--- src/rtl/fpu_pkg.sv ---
// Shared floating-point constants and the exponent classification enum
// used by the calculation unit's exponent path.
package fpu_pkg;

    localparam int EXP_BIAS       = 127;
    localparam int EXP_MAX        = 255;
    localparam int EXP_WIDTH      = 8;
    localparam int EXP_DIFF_WIDTH = 10;
    localparam int SHIFT_WIDTH    = 5;
    // One extra bit over the difference so rebias can never wrap (-130..382).
    localparam int SUM_WIDTH      = EXP_DIFF_WIDTH + 1;

    typedef enum logic [1:0] {
        EXP_NORMAL,
        EXP_DENORMAL,
        EXP_OVERFLOW
    } exponent_class_t;

endpackage

--- src/rtl/calculation_unit_exponent_classifier.sv ---
// Combinational classification of a rebiased exponent sum into normal,
// denormal (with saturated right-shift count) or overflow.
module calculation_unit_exponent_classifier
    import fpu_pkg::*;
#(
    parameter int MAX_SHIFT = 31
) (
    input  logic signed [SUM_WIDTH-1:0]   i_sum,
    output logic        [EXP_WIDTH-1:0]   o_exponent,
    output logic        [SHIFT_WIDTH-1:0] o_shift,
    output logic                          o_overflow,
    output logic                          o_underflow
);

    localparam logic signed [SUM_WIDTH-1:0] EXP_MAX_S   = SUM_WIDTH'(EXP_MAX);
    localparam logic signed [SUM_WIDTH-1:0] MAX_SHIFT_S = SUM_WIDTH'(MAX_SHIFT);
    localparam logic signed [SUM_WIDTH-1:0] ONE_S       = SUM_WIDTH'(1);

    exponent_class_t w_class;

    // Shift is formed at full sum width and clamped before it is narrowed.
    function automatic logic [SHIFT_WIDTH-1:0] sat_shift(input logic signed [SUM_WIDTH-1:0] sum);
        logic signed [SUM_WIDTH-1:0] raw;
        raw = ONE_S - sum;
        if (raw > MAX_SHIFT_S) begin
            return MAX_SHIFT_S[SHIFT_WIDTH-1:0];
        end
        return raw[SHIFT_WIDTH-1:0];
    endfunction

    always_comb begin
        w_class = EXP_NORMAL;
        if (i_sum >= EXP_MAX_S) begin
            w_class = EXP_OVERFLOW;
        end else if (i_sum < ONE_S) begin
            w_class = EXP_DENORMAL;
        end
    end

    always_comb begin
        o_exponent  = '0;
        o_shift     = '0;
        o_overflow  = 1'b0;
        o_underflow = 1'b0;
        case (w_class)
            EXP_OVERFLOW: begin
                o_exponent = EXP_MAX_S[EXP_WIDTH-1:0];
                o_overflow = 1'b1;
            end
            EXP_DENORMAL: begin
                o_shift     = sat_shift(i_sum);
                o_underflow = 1'b1;
            end
            default: begin
                o_exponent = i_sum[EXP_WIDTH-1:0];
            end
        endcase
    end

endmodule

--- src/rtl/calculation_unit_exponent_rebias_pipe.sv ---
// Two-stage valid/ready pipe: rebias the signed exponent difference of a
// division, then classify it into final exponent, shift and flags.
module calculation_unit_exponent_rebias_pipe
    import fpu_pkg::*;
#(
    parameter int TAG_WIDTH = 4,
    parameter int BIAS      = 127,
    parameter int MAX_SHIFT = 31
) (
    input  logic                      clk,
    input  logic                      reset_n,
    input  logic                      in_valid,
    output logic                      in_ready,
    input  logic [EXP_DIFF_WIDTH-1:0] exponent_subtractor,
    input  logic                      normalize_adjust,
    input  logic [TAG_WIDTH-1:0]      in_tag,
    output logic                      out_valid,
    input  logic                      out_ready,
    output logic [EXP_WIDTH-1:0]      result_exponent,
    output logic [SHIFT_WIDTH-1:0]    denormal_shift,
    output logic                      overflow,
    output logic                      underflow,
    output logic [TAG_WIDTH-1:0]      out_tag
);

    localparam logic signed [SUM_WIDTH-1:0] BIAS_S = SUM_WIDTH'(BIAS);

    logic                          w_advance1;
    logic                          w_advance2;
    logic signed [SUM_WIDTH-1:0]   w_diff_sext;
    logic signed [SUM_WIDTH-1:0]   w_adjust;
    logic signed [SUM_WIDTH-1:0]   w_sum;
    logic [EXP_WIDTH-1:0]          w_exponent;
    logic [SHIFT_WIDTH-1:0]        w_shift;
    logic                          w_overflow;
    logic                          w_underflow;

    logic                          r_vld_p1;
    logic signed [SUM_WIDTH-1:0]   r_sum_p1;
    logic [TAG_WIDTH-1:0]          r_tag_p1;

    logic                          r_vld_p2;
    logic [EXP_WIDTH-1:0]          r_exponent_p2;
    logic [SHIFT_WIDTH-1:0]        r_shift_p2;
    logic                          r_overflow_p2;
    logic                          r_underflow_p2;
    logic [TAG_WIDTH-1:0]          r_tag_p2;

    assign w_advance2 = !r_vld_p2 || out_ready;
    assign w_advance1 = !r_vld_p1 || w_advance2;
    assign in_ready   = w_advance1;

    assign w_diff_sext = signed'({exponent_subtractor[EXP_DIFF_WIDTH-1], exponent_subtractor});
    assign w_adjust    = signed'({{(SUM_WIDTH-1){1'b0}}, normalize_adjust});
    assign w_sum       = w_diff_sext + BIAS_S - w_adjust;

    // Stage 1: rebias
    always_ff @(posedge clk or negedge reset_n) begin
        if (!reset_n) begin
            r_vld_p1 <= 1'b0;
            r_sum_p1 <= '0;
            r_tag_p1 <= '0;
        end else if (w_advance1) begin
            r_vld_p1 <= in_valid;
            if (in_valid) begin
                r_sum_p1 <= w_sum;
                r_tag_p1 <= in_tag;
            end
        end
    end

    calculation_unit_exponent_classifier #(
        .MAX_SHIFT (MAX_SHIFT)
    ) u_classifier (
        .i_sum       (r_sum_p1),
        .o_exponent  (w_exponent),
        .o_shift     (w_shift),
        .o_overflow  (w_overflow),
        .o_underflow (w_underflow)
    );

    // Stage 2: classified result, held while downstream stalls
    always_ff @(posedge clk or negedge reset_n) begin
        if (!reset_n) begin
            r_vld_p2       <= 1'b0;
            r_exponent_p2  <= '0;
            r_shift_p2     <= '0;
            r_overflow_p2  <= 1'b0;
            r_underflow_p2 <= 1'b0;
            r_tag_p2       <= '0;
        end else if (w_advance2) begin
            r_vld_p2 <= r_vld_p1;
            if (r_vld_p1) begin
                r_exponent_p2  <= w_exponent;
                r_shift_p2     <= w_shift;
                r_overflow_p2  <= w_overflow;
                r_underflow_p2 <= w_underflow;
                r_tag_p2       <= r_tag_p1;
            end
        end
    end

    assign out_valid       = r_vld_p2;
    assign result_exponent = r_exponent_p2;
    assign denormal_shift  = r_shift_p2;
    assign overflow        = r_overflow_p2;
    assign underflow       = r_underflow_p2;
    assign out_tag         = r_tag_p2;

endmodule

--- config.mk ---
export PLATFORM = sky130hd
export DESIGN_NAME = calculation_unit_exponent_rebias_pipe
export DESIGN_NICKNAME = d
export VERILOG_FILES = /design/src/rtl/fpu_pkg.sv /design/src/rtl/calculation_unit_exponent_classifier.sv /design/src/rtl/calculation_unit_exponent_rebias_pipe.sv
export SDC_FILE = /design/constraint.sdc
export NUM_CORES = 1
export LEC_CHECK = 0
export ABC_AREA = 1
export BUFFER_PORTS_ARGS = -buffer_cell sky130_fd_sc_hd__buf_2
export CAP_MARGIN = 20
export CORE_MARGIN = 5
export CORE_UTILIZATION = 55
export DETAILED_ROUTE_END_ITERATION = 16
export PLACE_DENSITY = 0.83
export RECOVER_POWER = 100
export SLEW_MARGIN = 20
export SYNTH_ARGS = -nofsm -noshare
export SYNTH_HDL_FRONTEND = slang
export SYNTH_SLANG_ARGS = --single-unit
--- constraint.sdc ---
create_clock -name clk -period 2.24 [get_ports clk]
set_clock_uncertainty 0.2 [all_clocks]
set_input_delay 0.448 -clock clk [delete_from_list [all_inputs] [get_ports clk]]
set_output_delay 0.448 -clock clk [all_outputs]
set_load 0.01 [all_outputs]
==> results of run 1 <==
-- layout make-up --
class / count / area [sq um] / area share, %
Multi-Input combinational cell: 196 / 1020 / 42.8
Sequential cell: 36 / 901 / 37.7
Timing Repair Buffer: 45 / 203 / 8.49
Inverter: 33 / 125 / 5.24
Clock buffer: 6 / 72.6 / 3.04
Tap cell: 48 / 60.1 / 2.51
Clock inverter: 1 / 5.00 / 0.210
-- worst max-delay path: stages --
cell and delay [ps]:
buf_2 100, ha_1 200, ha_1 210, fa_1 380, nand3_1 80, nand2_1 80, nand2_1 80, nand2_1 50
a21oi_1 160, xor2_1 160, nand2_1 60, nand2_1 80
-- logic make-up after synthesis --
| group | count (synthesis) | share of synthesized area [%] |
|---|---|---|
| AOI/OAI and AO/OA | 28 | 7.91 |
| xor gates and xnor gates | 4 | 2.04 |
| adders and majority gates | 15 | 9.35 |
| buffers and inverters | 38 | 7.07 |
| DFF | 36 | 43.1 |
| and+or+nand+nor | 149 | 30.5 |
-- power by group through the flow --
stage	Sequential [mW]	Combinational [mW]	Clock [mW]
floorplan	1.01	0.436	0
detailed placement	0.968	0.754	0
global route	0.991	0.807	0.448
global placement	0.957	0.745	0
CTS	0.957	0.761	0.422
finish	0.962	0.699	0.411
-- state kept, by name, summed over array words and instances, names as in the netlist --
signal / count
r_vld_p1: 1
out_valid: 1
r_tag_p1: 4
underflow: 1
out_tag: 4
denormal_shift: 5
result_exponent: 8
overflow: 1
r_sum_p1: 11
-- per-layer routing --
metal	vias to the layer above	wire length, um	global-route usage, %
met5	-	0	0
met4	0	80	7.72
met3	7	264	4.35
met2	40	1800	28.2
met1	811	1870	21.7
li1	951	-	-
-- metrics by stage --
stage | std cells | TNS, ps
after floorplan | 270 | 0
after detailed placement | 358 | -91.9
after CTS | 365 | 0
final | 365 | 0
after global routing | 365 | 0
after global placement | 358 | -51.4
-- worst max-delay path by stage --
stage | startpoint | end | slack, ps | cells after the start
after floorplan | normalize_adjust | r_sum_p1[7] | 100 | 12
after detailed placement | exponent_subtractor[0] | r_sum_p1[7] | -90 | 12
after global routing | exponent_subtractor[0] | r_sum_p1[7] | 50 | 12
final | exponent_subtractor[0] | r_sum_p1[7] | 170 | 12
after global placement | exponent_subtractor[0] | r_sum_p1[7] | -50 | 12
after CTS | exponent_subtractor[0] | r_sum_p1[7] | 200 | 12
-- placed cells by master, fill, tap and decap left out, types with 3 or more instances in the layout --
master,n
a21oi_1,5
dfrtp_1,36
nand3_1,19
nor2_2,3
o21ai_0,12
nand2_1,104
inv_1,32
clkbuf_1,25
ha_1,14
o22ai_1,3
buf_2,17
nor2_1,12
nand4_1,5
clkbuf_8,5
==> out/qor_table.md, run 1 <==
| Stage | Result | Value |
|:---|:---|:---|
| timing | Worst hold margin | 53.7 ps |
| power and ir drop | Comb pwr share | 33.7% |
| timing | Pins Over Slew Limit | 0 |
| synth | Number of enable flip-flop cells after synthesis | 0 |
| route | Vias after detailed routing | 1809 |
| place | Final HPWL DP | 3100 um |
| power and ir drop | Sequential power share | 46.4% |
| place | Weighted congestion reported at the end of routability-driven placement | 0.849 |
| synth | Sequential element share of the synthesized area | 43.1% |
| worst setup path | R2r worst-path depth | 9 |
| worst hold path | Path type of the worst min-delay path | in2async |
| timing | Least setup slack across all paths after layout | 172 ps |
| synth | Fraction of registers with async set/reset | 100% |
| timing | Setup repair after global routing missed its margin | false |
| synth | Number of synthesis warnings | 0 |
| worst setup path | Setup slack, reg-to-reg | 250 ps |
| floorplan | Die height | 71.6 um |
| floorplan | Placeable core region | 3660 sq um |
| floorplan | Area of the die | 5130 sq um |
| power and ir drop | Worst IR drop on VDD | 0.393 mV |
| route | Antenna viol nets, final | 0 |
| timing | Slew @ Worst Pin | 863 ps |
| timing | Setup violation total in the final timing report | 0 |
| power and ir drop | Internal Pwr Total | 1.30 mW |
| global route | Total global routing track utilization | 17.3% |
| cts | Cts hold-fix bufs | 0 |
| status | Run status | complete, no violations |
| route | Post-detailed-route wirelength per cell | 11.0 um |
| timing | Min Tclk post-route | 2070 ps |
| cts | Clock latency on the worst-skew pair | 280 ps |
| power and ir drop | Switching share of power | 37.3% |
| global route | Number of antenna violations at the first check in global routing | 0 |
| power and ir drop | Power density relative to cell area | 867 nW/um^2 |
| finish | Area overhead of the layout relative to synthesis | 14.4% |
| worst setup path | Worst endpoint data arrival time | 2090 ps |
| cts | Post-CTS repair timing setup buffer count | 0 |
| place | Port Buffer Count | 39 |
| power and ir drop | Sw power | 0.773 mW |
| route | DRC violation total after the first TritonRoute iteration | 68 |
| cts | TritonCTS clock tree | built |
| route | First-pass iteration count of the detailed router | 4 |
| place | Cell Area, Placed | 2370 sq um |
| synth | #FFs+latches synth | 36 |
| worst setup path | Crit-path max FO | 3 |
| place | Worst setup timing slack at the placement stage | -91.9 ps |
| power and ir drop | PnR Total Power | 2.07 mW |
| route | Routed wire length | 4010 um |
| cts | Clock root buffer | clkbuf_8 |
| global route | Final global-route overflow total | 0 |
| timing | Peak Freq | 0.484 GHz |
| timing | Final period util | 92.3% |
| worst setup path | Crit path launch type | input port |
| worst setup path | Endpoint of the lowest-slack register-to-register path | result_exponent[5] |
| synth | Most repeated cell in the gate-level netlist after synthesis | nand2_1 |
| global route | Vias in the first global route | 1677 |
| cts | H-Tree Depth | 2 |
| synth | Netlist area before placement | 2090 sq um |
| power and ir drop | Part of the power in the clock network | 19.8% |
| global route | Largest net degree at the start of global routing | 37 |
| floorplan | Initial Util | 57.0% |
| synth | Number of standard cells after synthesis | 270 |
| timing | Rel. slew slack | 42.4% |
| timing | Final Hold Vio Count | 0 |
| synth | Synth cell types | 31 |
| finish | Number of nets at the end of the flow | 351 |
| global route | Global-route wire length before repair | 7120 um |
| job | Max_cap viols | 0 |
| synth | Synthesized netlist net count | 304 |
| finish | # diodes | 0 |
| route | DRC violation count after routing | 0 |
| finish | Post-route cell area | 2390 sq um |
| floorplan | Standard-cell row count | 22 |
| synth | Primary FF master, synth | dfrtp_1 |
| synth | Most common library cells after synthesis | 102 x nand2_1, 36 x dfrtp_1, 31 x inv_1, 18 x nand3_1, 14 x ha_1 |
| synth | Cell accounting for the most synthesized area | dfrtp_1 |
| synth | Average footprint of a synthesized cell | 7.73 sq um |
| route | Detailed-route vias per instance | 4.96 |
| finish | Fill cells | 357 |
| power and ir drop | Leak | 1.29 nW |
| worst setup path | Worst reg2reg startpoint | r_sum_p1[1] |
| worst setup path | Kind of critical path | in2reg |
| finish | Share of the core filled with cells in the final layout | 65.2% |
| synth | Leading post-synthesis cells by cell area | dfrtp_1 43%, nand2_1 18%, ha_1 8.4% |
| worst setup path | Setup crit end kind | flip-flop |
| floorplan | Floorplan die width | 71.6 um |
| cts | Inserted Clock Buffers | 5 |
| cts | Post-cts resize count | 0 |
| finish | Share of cells above drive strength 1 | 11.7% |
| floorplan | Top-level port count | 40 |
| cts | Clock transition at the registers of the reported paths | 60 ps |
| worst setup path | Crit path required time | 2260 ps |
| cts | Number of sinks driven by the clock tree | 36 |
| cts | Maximum number of buffers from clock root to sink | 2 |
| synth | Portion of synthesized cell area occupied by the leading cell type | 43.1% |
Power figures use the tool's default switching activity.
==> inputs of run 2 (changes only) <==
Settings changed: ABC_AREA 1 to unset, CORE_UTILIZATION 55 to 49, CTS_CLUSTER_SIZE set to 30, PLACE_DENSITY 0.83 to 0.76.
==> run 2 against run 1 <==
  * The run now ends with negative setup slack left
  * Critical path depth fell by 3
  * Highest routed layer unchanged
  * Register-to-register slack got worse by 270 ps
  * Sequential cell count did not move
  * Combinational power rose by 14%
  * Non-clock buffer count rose by 21
  * Cell area rose by 8.5%
  * Total power rose by 3.1%
  * Critical endpoint is now denormal_shift[4]
  * Sequential power fell by 3.3%
==> out/qor_table.md, run 2 <==
| Stage | Result | Value | vs previous |
|:---|:---|:---|:---|
| synth | Number of synthesis warnings | 0 | unchanged |
| place | Final HPWL DP | 2950 um | -5.0% |
| worst setup path | Crit-path max FO | 5 | +2 |
| status | Run status | finished, violations left |  |
| worst setup path | Critical-path cell list | buf_6, inv_4, ha_4, or3b_4, buf_12, o31ai_4, a211oi_2, buf_4, a221o_1 |  |
| worst setup path | Worst setup path start | r_sum_p1[1] |  |
| worst setup path | Slowest Stage Delay on Critical Path | 410 ps | +30 ps |
| global route | Number of antenna violations at the first check in global routing | 0 | unchanged |
| timing | Peak Freq | 0.442 GHz | -8.5% |
| place | Port Buffer Count | 39 | unchanged |
| power and ir drop | Power density relative to cell area | 824 nW/um^2 | -5.0% |
| synth | Number of standard cells after synthesis | 185 | -31% |
| finish | # diodes | 0 | unchanged |
| synth | Portion of synthesized cell area occupied by the leading cell type | 44.6% | +1.4 points |
| timing | Setup violation total in the final timing report | 5 | +5 |
| finish | Share of cells above drive strength 1 | 32.5% | +21 points |
| finish | Post-route cell area | 2590 sq um | +8.5% |
| timing | Setup repair after global routing missed its margin | true |  |
| synth | Netlist area before placement | 2020 sq um | -3.2% |
| synth | Synthesized netlist net count | 219 | -28% |
| timing | Final Hold Vio Count | 0 | unchanged |
| route | Detailed-route vias per instance | 5.39 | +8.8% |
| finish | Commonest non-fill, non-tap cell in the layout | dfrtp_1 |  |
| floorplan | Die height | 74.2 um | +3.6% |
| power and ir drop | Worst IR drop on VDD | 0.379 mV | -3.7% |
| timing | Total negative slack | -65.2 ps | -65.2 ps |
| place | Worst setup timing slack at the placement stage | -265 ps | -173 ps |
| place | Weighted congestion reported at the end of routability-driven placement | 0.852 | +0.38% |
| route | Post-detailed-route wirelength per cell | 13.2 um | +20% |
| cts | Maximum number of buffers from clock root to sink | 2 | unchanged |
| timing | Worst hold margin | 60.4 ps | +6.70 ps |
| worst setup path | Kind of critical path | reg2reg |  |
| cts | Clock transition at the registers of the reported paths | 60 ps | about the same |
| place | Placed cell count | 289 | -19% |
| cts | Inserted Clock Buffers | 5 | unchanged |
| worst setup path | Worst endpoint data arrival time | 2220 ps | +130 ps |
| global route | Global-route wire length before repair | 6330 um | -11% |
| cts | Number of sinks driven by the clock tree | 36 | unchanged |
| cts | H-Tree Depth | 2 | unchanged |
| timing | Rel. slew slack | 44.4% | +2.0 points |
| worst setup path | Cell family contributing the most delay on the critical path | compound AO/OA/AOI/OAI gates |  |
| global route | Total global routing track utilization | 14.7% | -2.6 points |
| global route | Largest net degree at the start of global routing | 37 | unchanged |
| timing | Pins Over Slew Limit | 0 | unchanged |
| finish | Number of nets at the end of the flow | 283 | -19% |
| timing | Min Tclk post-route | 2260 ps | +193 ps |
| floorplan | Top-level port count | 40 | unchanged |
| cts | Clock root buffer | clkbuf_8 |  |
| timing | Least setup slack across all paths after layout | -21.1 ps | -193 ps |
| global route | Vias in the first global route | 1425 | -15% |
| finish | Area overhead of the layout relative to synthesis | 28.3% |  |
| worst setup path | Cell at the slowest stage of the critical path | or3b_4 |  |
| synth | Most repeated cell in the gate-level netlist after synthesis | dfrtp_1 |  |
| route | DRC violation total after the first TritonRoute iteration | 83 | +22% |
| synth | #FFs+latches synth | 36 | unchanged |
| synth | Number of enable flip-flop cells after synthesis | 0 | unchanged |
| synth | Fraction of registers with async set/reset | 100% | unchanged |
| job | Max_cap viols | 0 | unchanged |
| global route | Final global-route overflow total | 0 | unchanged |
| floorplan | Initial Util | 50.5% | -6.5 points |
| power and ir drop | PnR Total Power | 2.14 mW | +3.1% |
| power and ir drop | Leak | 1.19 nW | -8.1% |
| route | Routed wire length | 3940 um | -1.9% |
| finish | Final std cells w/o fill | 299 | -18% |
| finish | Max reg flops | 11 | unchanged |
| timing | Slew @ Worst Pin | 833 ps | -30.1 ps |
| cts | Cts hold-fix bufs | 0 | unchanged |
| floorplan | Standard-cell row count | 23 | +4.5% |
| worst hold path | Path type of the worst min-delay path | in2async |  |
| worst setup path | Crit path required time | 2200 ps | -60 ps |
| finish | Fill cells | 339 | -5.0% |
| floorplan | Area of the die | 5510 sq um | +7.4% |
| floorplan | Placeable core region | 4000 sq um | +9.3% |
| worst setup path | Setup crit end kind | flip-flop |  |
| synth | Leading post-synthesis cells by cell area | dfrtp_1 45%, ha_1 8.7%, mux2_2 6.1% |  |
| finish | Share of the core filled with cells in the final layout | 64.8% | -0.43 points |
| place | Cell Area, Placed | 2460 sq um | +4.0% |
| finish | Sequential cell area | 901 sq um | unchanged |
| worst setup path | Critical path buffer and inverter count | 4 | +3 |
| worst setup path | Worst reg2reg startpoint | r_sum_p1[1] |  |
| route | Vias after detailed routing | 1613 | -11% |
| status | Violations in the final reports | negative setup slack |  |
| synth | Most common library cells after synthesis | 36 x dfrtp_1, 14 x ha_1, 13 x nand2_1, 12 x inv_1 |  |
| synth | Primary FF master, synth | dfrtp_1 |  |
| finish | Register with the most flip-flops | r_sum_p1 |  |
| synth | Sequential element share of the synthesized area | 44.6% | +1.4 points |
| worst setup path | Crit path launch type | flip-flop |  |
| finish | Area used by multi-input combinational logic | 1100 sq um | +7.5% |
| route | Antenna viol nets, final | 0 | unchanged |
| cts | TritonCTS clock tree | built |  |
| route | First-pass iteration count of the detailed router | 4 | unchanged |
| timing | Final period util | 101% | +8.6 points |
| floorplan | Floorplan die width | 74.2 um | +3.6% |
| finish | Top library cells by usage in the layout, fill and taps aside | 36 x dfrtp_1, 24 x buf_4, 21 x clkbuf_1, 17 x buf_2, 13 x nand2_1 |  |
| route | DRC violation count after routing | 0 | unchanged |
| synth | Average footprint of a synthesized cell | 10.9 sq um | +41% |
| cts | Clock latency on the worst-skew pair | 280 ps | about the same |
| synth | Synth cell types | 43 | +39% |
| synth | Cell accounting for the most synthesized area | dfrtp_1 |  |
run 2: final timing paths:
path / cells past startpoint / to / slack [ps]
worst min register to register: 1 / underflow / 280
min in group clk: 2 / r_vld_p1 / 170
worst max-delay path: 9 / denormal_shift[4] / -20
worst max register to register: 9 / denormal_shift[4] / -20
max in group asynchronous: 1 / out_tag[2] / 1260
worst min-delay path: 1 / result_exponent[4] / 60
run 2: final cells by class:
class                   count  share of cell area [%]
inverters                  12                    2.32
clock inverters             1                   0.193
flip-flops and latches     36                    34.7
repair buffers             66                    15.2
multi-input cells         128                    42.4
well taps                  50                    2.41
clock buffers               6                    2.80
run 2: routing by layer:
layer  part of all wire, %  track usage [%]  vias to the layer above
met5                     0                0                        -
met4                   1.9             4.74                        0
met3                   5.9             3.78                        7
met2                    46             23.6                       37
met1                    47             19.6                      756
li1                      -                -                      813
run 2: repair_timing:
item                       4_1_cts  5_1_grt
buffers inserted                 2        2
hold endpoints to repair         0        0
pin swaps                        3       12
resized for setup                2       12
setup endpoints to repair        5       16
run 2: worst reg2reg max path: stages (launching register included):
cell and delay [ps]:
dfrtp_1 400, buf_6 130, inv_4 40, ha_4 110
or3b_4 410, buf_12 150, o31ai_4 190, a211oi_2 90
buf_4 160, a221o_1 260
run 2: cells by family after synthesis:
family / after synthesis / share of synthesized area (%)
adder cells (fa/ha/maj): 15 / 9.66
AO/OA/AOI/OAI: 46 / 18.0
AND/OR/NAND/NOR: 47 / 13.4
flip-flops: 36 / 44.6
buffers and inverters: 21 / 4.27
XOR/XNOR: 9 / 3.90
multiplexers: 11 / 6.13
run 2: where the power goes:
| group | total [mW] | leakage (nW) | internal, mW | switching, mW |
|---|---|---|---|---|
| sequential | 0.930 | 0.429 | 0.814 | 0.116 |
| combinational | 0.795 | 0.717 | 0.400 | 0.395 |
| clock | 0.411 | 0.0410 | 0.211 | 0.200 |
| total | 2.14 | 1.19 | 1.42 | 0.711 |
